--- config.mk ---
export PLATFORM = sky130hd
export DESIGN_NAME = ieeedrv_sd_arb
export DESIGN_NICKNAME = d
export VERILOG_FILES = /design/src/rtl/ieeedrv_sd_arb.sv
export SDC_FILE = /design/constraint.sdc
export NUM_CORES = 1
export LEC_CHECK = 0
export CORE_AREA = 5 5 85 87
export CTS_CLUSTER_SIZE = 28
export DETAILED_ROUTE_END_ITERATION = 10
export DIE_AREA = 0 0 90 92
export PLACE_DENSITY = 0.81
export SYNTH_ARGS = -nofsm -noshare
export SYNTH_HDL_FRONTEND = slang
export SYNTH_SLANG_ARGS = --single-unit
--- constraint.sdc ---
create_clock -name clk_sys -period 1.7 [get_ports clk_sys]
set_input_delay 0.34 -clock clk_sys [delete_from_list [all_inputs] [get_ports clk_sys]]
set_output_delay 0.34 -clock clk_sys [all_outputs]
set_load 0.005 [all_outputs]
--- src/rtl/ieeedrv_sd_arb.sv ---
// Round-robin arbiter of per-subdrive SD sector requests onto the single HPS block-device port.
// Optional ack watchdog enabled by defining IEEEDRV_SD_TIMEOUT_EN.
`timescale 1ns / 1ps
module ieeedrv_sd_arb #(
  parameter int unsigned NREQ      = 2,
  parameter int unsigned TIMEOUT_W = 24
) (
  input  logic                  clk_sys,
  input  logic                  reset,
  input  logic [NREQ-1:0][31:0] req_lba_i,
  input  logic [NREQ-1:0][5:0]  req_blk_cnt_i,
  input  logic [NREQ-1:0]       req_rd_i,
  input  logic [NREQ-1:0]       req_wr_i,
  output logic [NREQ-1:0]       req_ack_o,
  input  logic [NREQ-1:0][7:0]  req_buff_din_i,
  output logic [NREQ-1:0]       req_err_o,
  output logic [31:0]           sd_lba_o,
  output logic [5:0]            sd_blk_cnt_o,
  output logic                  sd_rd_o,
  output logic                  sd_wr_o,
  input  logic                  sd_ack_i,
  output logic [7:0]            sd_buff_din_o,
  output logic                  busy_o
);

  localparam int unsigned PtrW = (NREQ > 1) ? $clog2(NREQ) : 1;

  if (NREQ < 1 || NREQ > 8 || TIMEOUT_W < 1) begin : gen_param_err
    $error("ieeedrv_sd_arb: NREQ must be 1..8 and TIMEOUT_W at least 1");
  end

  typedef enum logic [1:0] {StWaitLow, StIdle, StIssue, StXfer} state_e;

  state_e            state_q, state_d;
  logic [PtrW-1:0]   ptr_q, ptr_d;
  logic [PtrW-1:0]   grant_q, grant_d;
  logic              op_rd_q, op_rd_d;
  logic [31:0]       lba_q, lba_d;
  logic [5:0]        blk_q, blk_d;
  logic              found;
  logic [PtrW-1:0]   winner;
  logic              tmo_hit;

`ifdef IEEEDRV_SD_TIMEOUT_EN
  logic [TIMEOUT_W-1:0] tmo_q, tmo_d;

  assign tmo_hit = (state_q == StIssue) && (&tmo_q);

  // Held at zero while idle so every ISSUE entry starts a fresh count.
  always_comb begin
    tmo_d = tmo_q;
    if (state_q == StIdle) begin
      tmo_d = '0;
    end else if (state_q == StIssue) begin
      tmo_d = tmo_q + 1'b1;
    end
  end

  always_ff @(posedge clk_sys) begin
    if (reset) begin
      tmo_q <= '0;
    end else begin
      tmo_q <= tmo_d;
    end
  end
`else
  assign tmo_hit = 1'b0;
`endif

  // Search starts one past the last grant so every requester gets a turn.
  always_comb begin
    int unsigned idx;
    idx    = 0;
    found  = 1'b0;
    winner = ptr_q;
    for (int unsigned i = 1; i <= NREQ; i++) begin
      idx = (32'(ptr_q) + i) % NREQ;
      if (!found && (req_rd_i[PtrW'(idx)] || req_wr_i[PtrW'(idx)])) begin
        found  = 1'b1;
        winner = PtrW'(idx);
      end
    end
  end

  always_comb begin
    state_d = state_q;
    ptr_d   = ptr_q;
    grant_d = grant_q;
    op_rd_d = op_rd_q;
    lba_d   = lba_q;
    blk_d   = blk_q;
    unique case (state_q)
      StWaitLow: begin
        if (!sd_ack_i) state_d = StIdle;
      end
      StIdle: begin
        if (found) begin
          state_d = StIssue;
          grant_d = winner;
          ptr_d   = winner;
          op_rd_d = req_rd_i[winner];
          lba_d   = req_lba_i[winner];
          blk_d   = req_blk_cnt_i[winner];
        end
      end
      StIssue: begin
        if (tmo_hit) begin
          state_d = StIdle;
        end else if (sd_ack_i) begin
          state_d = StXfer;
        end else if (!(req_rd_i[grant_q] || req_wr_i[grant_q])) begin
          state_d = StIdle;
        end
      end
      StXfer: begin
        if (!sd_ack_i) state_d = StIdle;
      end
      default: state_d = StWaitLow;
    endcase
  end

  always_ff @(posedge clk_sys) begin
    if (reset) begin
      state_q <= StWaitLow;
      ptr_q   <= PtrW'(NREQ - 1);
      grant_q <= '0;
      op_rd_q <= 1'b0;
      lba_q   <= '0;
      blk_q   <= '0;
    end else begin
      state_q <= state_d;
      ptr_q   <= ptr_d;
      grant_q <= grant_d;
      op_rd_q <= op_rd_d;
      lba_q   <= lba_d;
      blk_q   <= blk_d;
    end
  end

  always_comb begin
    req_ack_o     = '0;
    req_err_o     = '0;
    sd_buff_din_o = '0;
    busy_o        = (state_q == StIssue) || (state_q == StXfer);
    sd_rd_o       = (state_q == StIssue) && op_rd_q && !tmo_hit;
    sd_wr_o       = (state_q == StIssue) && !op_rd_q && !tmo_hit;
    sd_lba_o      = lba_q;
    sd_blk_cnt_o  = blk_q;
    if (((state_q == StIssue) && !tmo_hit) || (state_q == StXfer)) begin
      req_ack_o[grant_q] = sd_ack_i;
    end
    if (tmo_hit) begin
      req_err_o[grant_q] = 1'b1;
    end
    if (busy_o) begin
      sd_buff_din_o = req_buff_din_i[grant_q];
    end
  end

endmodule
* After elaboration in Yosys (flattened, before gate mapping)
Cells that the tools add are included. Widths: inputs -> output; s select.
Operators by class: add/sub/neg operators 2, $mul 0, div/mod/pow operators 0, magnitude comparators 5, equality and inequality tests 6, shifts and indexed selects 0, multiplexer cells 33, bitwise gates (word level) 1, reductions and logical operators 14
Operator list (count):
- $mux 32 | 2
- $mux 8 | 3
- $mux 1 | 19
- $mux 6 | 2
- $mux 2 | 5
- $lt 1x2->1 const B | 4
- $pmux 2 s3 | 1
- $eq 2x2->1 const B | 2
- $logic_and 1x1->1 | 4
- $logic_or 1x1->1 | 4
- $ne 2x2->1 const B | 2
- $ne 3x3->1 const B | 1
- $reduce_and 3->1 | 1
- $add 1x1->1 const B | 2
- $and 2x2->2 | 1
- $eq 2x1->1 const B | 1
- $logic_not 1->1 | 2
- $logic_not 2->1 | 1
- $reduce_and 2->1 | 1
- $reduce_or 2->1 | 1
- $demux 1 s1 | 1
- $ge 1x1->1 const B | 1
Storage, ports and cells: register bits after elaboration 43, bits in latches 0, memory bits (writable) 0, bits in read-only memories 0, input bits 99, output and inout port bits 53, word-level logic and storage cells 67, memories kept 0

* Depth between registers and ports, before layout
Gate-level depths: netlist of the first run.
depth after elaboration 10, gate-level depth with buffers 7, mapped depth without buffers 6

* Least setup slack after synthesis of the first run
Ideal clock, no wire load.
path kind register to output, start register state_q[0], end output port req_ack_o[1], arrival time 1308 ps, data required time 1360 ps, slack 52 ps, stages on the path, launching flop included 6, buffers on the path 0, path through dfxtp_1 -> inv_1 -> ha_1 -> nor2_1 -> inv_1 -> and3_1
Between the ends: longest elaborated chain between the ends 3, elaborated cells on any way between the ends 4, those cells by class 2 x eq/ne; 1 x mux; 1 x reduce/logical
RTL lines:
- start: declaration | RTL line 34 | state_e state_q, state_d;
- start signal: assignment | RTL line 124 | state_q <= StWaitLow;
- start signal: assignment | RTL line 131 | state_q <= state_d;
- $eq 2x2->1
- $logic_or 1x1->1 (*)
- net busy_o | RTL line 23 | output logic busy_o
- $mux 2 (*) | RTL line 149 | if (((state_q == StIssue) && !tmo_hit) || (state_q == StXfer)) begin
- end: declaration | RTL line 14 | output logic [NREQ-1:0] req_ack_o,
Mark *: on every way through the listed nets, which the timed path passes. The rest lies on a longest branch.

* Final worst setup path of the first run
start register state_q[0], end output port sd_buff_din_o[1]
Between the ends: longest elaborated chain between the ends 3, elaborated cells on any way between the ends 4, those cells by class 2 x eq/ne; 1 x mux; 1 x reduce/logical
RTL lines:
- $eq 2x2->1 | RTL line 144 | busy_o = (state_q == StIssue) || (state_q == StXfer);
- $logic_or 1x1->1 (*) | RTL line 144
- $mux 8 (*) | RTL line 155 | if (busy_o) begin
- end: declaration | RTL line 22 | output logic [7:0] sd_buff_din_o,
Every way passes the cells marked *; elsewhere a longest branch is shown, timed or not.

==> results of run 1 <==
## metrics by stage
step | area, um2 | cells
6_report | 4170 | 526
5_1_grt | 4170 | 526
4_1_cts | 3980 | 514
3_5_place_dp | 3870 | 504
3_3_place_gp | 3870 | 504
2_1_floorplan | 2140 | 279
## area by class of cell
cell class                 instances  area [um2]  share of cell area, %
timing repair buffer             186        1880                   45.1
inverter                           6        25.0                  0.600
clock buffer                       6        72.6                   1.74
tap                               77        96.3                   2.31
sequential                        43         867                   20.8
clock inverter                     2        12.5                  0.300
multi-input combinational        206        1220                   29.2
## kinds of logic (layout without fill, tap and decap cells)
family,after synthesis,after routing
flip-flops,43,43
buffers and inverters,30,200
AND/OR/NAND/NOR,138,138
AO/OA/AOI/OAI,54,54
multiplexers,9,9
other,1,2
adder cells (fa/ha/maj),3,3
## cells in the mapped netlist (all sizes together)
cell type   n
dfxtp      43
and3        1
o21ai       4
clkbuf     10
a311oi     39
nand2      76
nor3b       3
ha          3
nor2       50
a211oi      1
nor3        2
o31ai       1
a21oi       3
o32ai       2
inv         6
buf        14
mux2i       9
o311ai      1
or2         1
nor2b       2
o31a        1
a211o       1
conb        1
nor4b       1
and2        2
a2bb2oi     1
## worst paths after layout
path | endpoint | slack (ns) | cells past startpoint
max | sd_buff_din_o[1] | -0.03 | 7
min | op_rd_q | 0.45 | 3
max reg2reg | sd_lba_o[3] | 0.05 | 8
min reg2reg | sd_lba_o[2] | 0.50 | 2
## critical path: cells and delay by family, from the launching register on
| kind | cells | cell delay, ns |
|---|---|---|
| adder cells (fa/ha/maj) | 1 | 0.16 |
| buffers and inverters | 4 | 0.39 |
| flip-flops | 1 | 0.39 |
| AND/OR/NAND/NOR | 2 | 0.17 |
## registers in the layout (all words and copies together) (netlist names)
signal        flops
ptr_q             1
sd_lba_o         32
state_q           2
grant_q           1
sd_blk_cnt_o      6
op_rd_q           1
## placed cells by master (no fill, tap or decap), types with 2 or more instances in the layout
cell type | Yosys | layout
nor2_1 | 50 | 49
buf_6 | 0 | 9
inv_1 | 6 | 3
dlymetal6s2s_1 | 0 | 3
clkdlybuf4s50_1 | 0 | 132
buf_4 | 6 | 21
and2_1 | 2 | 2
conb_1 | 1 | 2
ha_4 | 0 | 2
buf_12 | 0 | 5
clkbuf_16 | 0 | 4
nand2_1 | 76 | 76
o21ai_0 | 4 | 3
mux2i_1 | 9 | 9
o32ai_1 | 2 | 2
buf_2 | 7 | 10
clkbuf_8 | 0 | 5
dfxtp_1 | 43 | 40
nor3b_1 | 3 | 3
inv_2 | 0 | 2
dfxtp_2 | 0 | 2
a21oi_1 | 2 | 2
a311oi_1 | 39 | 38
## power by group
part | internal, uW | leakage [uW] | switching, uW
Clock | 287 | 0.0000412 | 345
Sequential | 1390 | 0.000355 | 253
Combinational | 2040 | 0.00125 | 1500
Total | 3720 | 0.00165 | 2100
## what timing repair did
action,CTS,global route
setup buffers,2,7
resized for setup,69,15
cloned,0,5
pin swaps,8,4
endpoints found under the setup margin,15,35
## routing by layer
metal  global-route usage [%]  vias up
met3                     5.89       12
li1                         -     1308
met2                     31.9      110
met4                     4.96        0
met1                     20.7     1245
met5                        0        -
==> flow_summary.yaml, run 1 <==
routing:
  m1WireLength_um: 3370
  finalWirelength_um: 8420
  dr_total_vias: 2675
  drc: 0
  dr.max_layer_used: "met4"
  drtPass1Iterations: 5
  wl_met2_um: 4320
  avgRoutedWirePerCell_um: 16.0
  ant_nets: 0
  drtIter0Drc: 61
  viasPerCell: 5.09
  met3_length_um: 595
synthesis:
  synth-xor-area-share_pct: 0
  netlist_instances: 278
  synthTopCellsByArea: "dfxtp_1 40%, a311oi_1 16%, nand2_1 13%, nor2_1 8.8%, mux2i_1 4.2%"
  syn_area_per_cell_um2: 7.70
  synth_compound_area_share_pct: 20.9
  synthMuxAreaShare_pct: 4.21
  syn-cell-area_um2: 2140
  yosysUniqueCellTypes: 30
  synth_top_family_by_area: "simple AND/OR/NAND/NOR gates"
  yosysTopAreaCell: "dfxtp_1"
  synth_top_area_share_pct: 40.2
  synth-simple-area-share_pct: 26.0
  ys_seq_area_share_pct: 40.2
  yosys.area_share.adder_pct: 1.75
  synth-seq-cells: 43
  synth_warnings: 0
placed_design:
  dpl_worst_slack_ns: -0.331
  hpwl_um: 5980
  routabilityCongestion: 0.763
  io_buffer_count: 149
global_route:
  grtUsageTotal_pct: 18.0
  grt_pass1_wl_um: 12500
  grt_overflow: 0
  antenna_found_initial: 0
  grt_pass1_vias: 2620
  grt_start_max_net_pins: 45
timing:
  final_hold_viol_count: 0
  rsz0062_at_grt: "yes"
  max_freq_ghz: 0.579
  period_minus_slack_ns: 1.73
  hold_ws_ns: 0.447
  tns_ns: -0.166
  finalSetupViolations: 8
  worst_slack_ns: -0.0263
  fin_skew_ns: 0.0100
  drv_slew: 0
  fin_crit_sh_pct: 102
cts:
  cts_buffer_depth: 2
  cts-hold-fix-buffers: 0
  clock-sinks: 43
  cts_buffers: 5
  path_clk_slew_ns: 0.08
  cts_max_level: 2
  cts_root_buf: "clkbuf_8"
  cts_tree: "built"
  clk_latency_ns: 0.29
status:
  violations: "negative setup slack"
  status: "complete, but fails checks"
final_layout:
  num_antenna_cells: 0
  final_nets: 550
  n_fill_cell: 522
  finish.utilization_pct: 66.5
  area_delta_synth_final_pct: 95.0
  drive_above_1_share_pct: 16.7
floorplan:
  fp.dieH_um: 92
  num_rows: 29
  io_pins: 152
  die_area_um2: 8280
  die_w_um: 90
  start_util_pct: 34.1
  coreArea_um2: 6280
power_and_ir_drop:
  vdd_ir_drop_max_mv: 0.830
  powerDensity_nw_per_um2: 1400
  p_leak_uw: 0.00165
  power_uw: 5820
critical_path:
  startpoint_type: "flip-flop"
  criticalPathCategory: "reg2out"
  crit_path_max_fanout: 8
  regToRegStartpoint: "state_q[0]"
  cp_slowest_stage_delay_ns: 0.39
  crit_start: "state_q[0]"
  cp_common_cell: "buf_6"
  cp.arrival_ns: 1.39
  crit_slowest_cell: "dfxtp_4"
  required_ns: 1.36
  path_cells: "inv_4, ha_4, nor2_4, buf_6, buf_6, nor2_1, buf_2"
  end_kind: "output port"
run:
  drv_cap: 0
hold_path:
  min_path_type: "in2reg"
  min_from: "req_wr_i[0]"
Power figures use the tool's default switching activity.
==> run 2, diff against run 1 <==
==> config.mk (replaced) <==
export PLATFORM = sky130hd
export DESIGN_NAME = ieeedrv_sd_arb
export DESIGN_NICKNAME = d
export VERILOG_FILES = /design/src/rtl/ieeedrv_sd_arb.sv
export SDC_FILE = /design/constraint.sdc
export NUM_CORES = 1
export LEC_CHECK = 0
export ABC_AREA = 1
export CORE_AREA = 5 5 87 89
export CTS_CLUSTER_SIZE = 28
export DETAILED_ROUTE_END_ITERATION = 10
export DIE_AREA = 0 0 92 94
export PLACE_DENSITY = 0.82
export SYNTH_ARGS = -nofsm -noshare
export SYNTH_HDL_FRONTEND = slang
export SYNTH_SLANG_ARGS = --single-unit
==> run 2 against run 1 <==
Net effect: the flow still finishes with violations (negative setup slack); non-clock buffer count fell by 14; sequential share of layout area fell by 0.40 points; clock skew fell by 0.0052 ns; critical path depth fell by 1; clock-buffer cell count rose by 1; cell area rose by 1.5%; cell count rose by 23%; synthesized cell count rose by 47%; register-to-register slack improved by 0.08 ns; routed wire length fell by 3.7%; critical endpoint is now sd_buff_din_o[4]; largest cell class unchanged.
==> flow_summary.yaml, run 2 <==
status:
  status: "complete, but fails checks"
  violations: "negative setup slack"
cts:
  clock-sinks: 43
  cts_buffer_depth: 2
  path_clk_slew_ns: 0.08
  cts_buffers: 5
  clk_latency_ns: 0.28
  cts_tree: "built"
  cts_max_level: 2
  cts_root_buf: "clkbuf_8"
timing:
  rsz0062_at_grt: "yes"
  max_freq_ghz: 0.587
  drv_slew: 0
  period_minus_slack_ns: 1.70
  finalSetupViolations: 1
  fin_skew_ns: 0.00484
  fin_crit_sh_pct: 100
  final_hold_viol_count: 0
  worst_slack_ns: -0.00235
power_and_ir_drop:
  p_leak_uw: 0.00206
  vdd_ir_drop_max_mv: 0.626
  powerDensity_nw_per_um2: 1320
synthesis:
  syn-cell-area_um2: 2420
  synth-edff-count: 0
  synthTopCellsByArea: "dfxtp_1 36%, nand2_1 22%, nor2_1 13%, nand3_1 8.9%, inv_1 7.4%"
  synth_commonest_cells: "142 x nand2_1, 83 x nor2_1, 48 x inv_1"
  syn_area_per_cell_um2: 5.91
  async_reset_ff_share_pct: 0
  synth_warnings: 0
  netlist_instances: 409
  synth_top_area_share_pct: 35.6
  synth-main-ff-cell: "dfxtp_1"
  synth-seq-cells: 43
  yosysUniqueCellTypes: 21
  synth.most_common_cell: "nand2_1"
  ys_seq_area_share_pct: 35.6
  yosysTopAreaCell: "dfxtp_1"
floorplan:
  die_area_um2: 8650
  num_rows: 30
  io_pins: 152
  start_util_pct: 36.2
  fp.dieH_um: 94
  coreArea_um2: 6680
  die_w_um: 92
hold_path:
  min_path_type: "in2reg"
routing:
  avgRoutedWirePerCell_um: 12.6
  ant_nets: 0
  dr_total_vias: 2942
  drtIter0Drc: 82
  drc: 0
  finalWirelength_um: 8100
  drtPass1Iterations: 6
  viasPerCell: 4.56
global_route:
  antenna_found_initial: 0
  grt_start_max_net_pins: 61
  grt_overflow: 0
  grtUsageTotal_pct: 17.9
  grt_pass1_vias: 2818
  grt_pass1_wl_um: 12800
final_layout:
  final_nets: 666
  drive_above_1_share_pct: 11.5
  num_antenna_cells: 0
  largest_reg_flops: 32
  n_fill_cell: 615
  stdcell_count: 645
  area_delta_synth_final_pct: 75.2
  final_common_cell: "nand2_1"
  mostFrequentLayoutCells: "142 x nand2_1, 135 x clkdlybuf4s50_1, 82 x nor2_1"
  postLayoutCellArea_um2: 4240
placed_design:
  routabilityCongestion: 0.799
  io_buffer_count: 149
  hpwl_um: 6010
  placed_cells: 632
  placed_cell_area_um2: 4030
critical_path:
  critPathTopFamily: "flip-flops"
  end_kind: "output port"
  cp_slowest_stage_delay_ns: 0.36
  crit_path_max_fanout: 5
  path_cells: "inv_2, ha_4, nor2_4, buf_6, a21oi_4, buf_2"
  startpoint_type: "flip-flop"
  criticalPathCategory: "reg2out"
  crit_slowest_cell: "dfxtp_2"
  cp.arrival_ns: 1.36
  required_ns: 1.36
  critPathBufInv: 3
run:
  drv_cap: 0
[run 2: stage by stage]
stage               total power, uW  util (%)  hold slack [ns]  TNS (ns)  setup slack, ns
finish                         5610      63.4            0.495  -0.00235         -0.00235
global route                   6110      63.4            0.506    -0.471          -0.0676
CTS                            5530      62.8            0.483   -0.0515          -0.0213
detailed placement             4660      60.3            0.513     -5.63           -0.243
global placement               4570      60.3            0.506     -4.41           -0.229
floorplan                      3190         -            0.474         0            0.275
[run 2: cells by family after synthesis]
family                   Yosys count  synth area share (%)
flip-flops                        43                  35.6
adder cells (fa/ha/maj)            3                  1.55
AO/OA/AOI/OAI                     15                  3.67
AND/OR/NAND/NOR                  272                  45.0
buffers and inverters             75                  14.1
other                              1                 0.155
[run 2: area by class of cell]
type | instances | area, um2 | share of cell area (%)
Inverter | 50 | 191 | 4.52
Tap cell | 80 | 100 | 2.36
Timing Repair Buffer | 172 | 1680 | 39.6
Sequential cell | 43 | 863 | 20.4
Multi-Input combinational cell | 292 | 1300 | 30.7
Clock buffer | 7 | 96.3 | 2.27
Clock inverter | 1 | 7.51 | 0.177
[run 2: tightest hold or removal path, cell delays in order]
cell	delay, ns
buf_2	0.09
buf_4	0.24
a21oi_1	0.06
[run 2: report_power, final]
| part | internal (uW) | switching, uW | leakage, uW |
|---|---|---|---|
| clock | 369 | 331 | 0.0000505 |
| sequential | 1380 | 193 | 0.000355 |
| combinational | 1730 | 1610 | 0.00166 |
[run 2: metal layers]
metal	vias up	wire length, um	track usage (%)
li1	1525	-	-
met1	1303	3340	20.0
met2	110	4040	33.8
met3	4	683	5.45
met4	0	37	2.85
met5	-	0	0
[run 2: timing repair]
action / CTS / global route
pin swaps: 1 / 0
buffers inserted: 5 / 0
endpoints found under the setup margin: 13 / 16
hold buffers: 0 / 0
gates cloned: 0 / 1
gates resized for setup: 59 / 15
[run 2: path summary, 6_finish.rpt]
check | from | end | slack (ns) | depth (start not counted)
hold / removal | reset | op_rd_q | 0.50 | 3
setup / recovery | state_q[0] | sd_buff_din_o[4] | -0.002 | 6
setup reg to reg | state_q[1] | sd_lba_o[1] | 0.13 | 10
hold reg to reg | ptr_q | ptr_q | 0.52 | 2
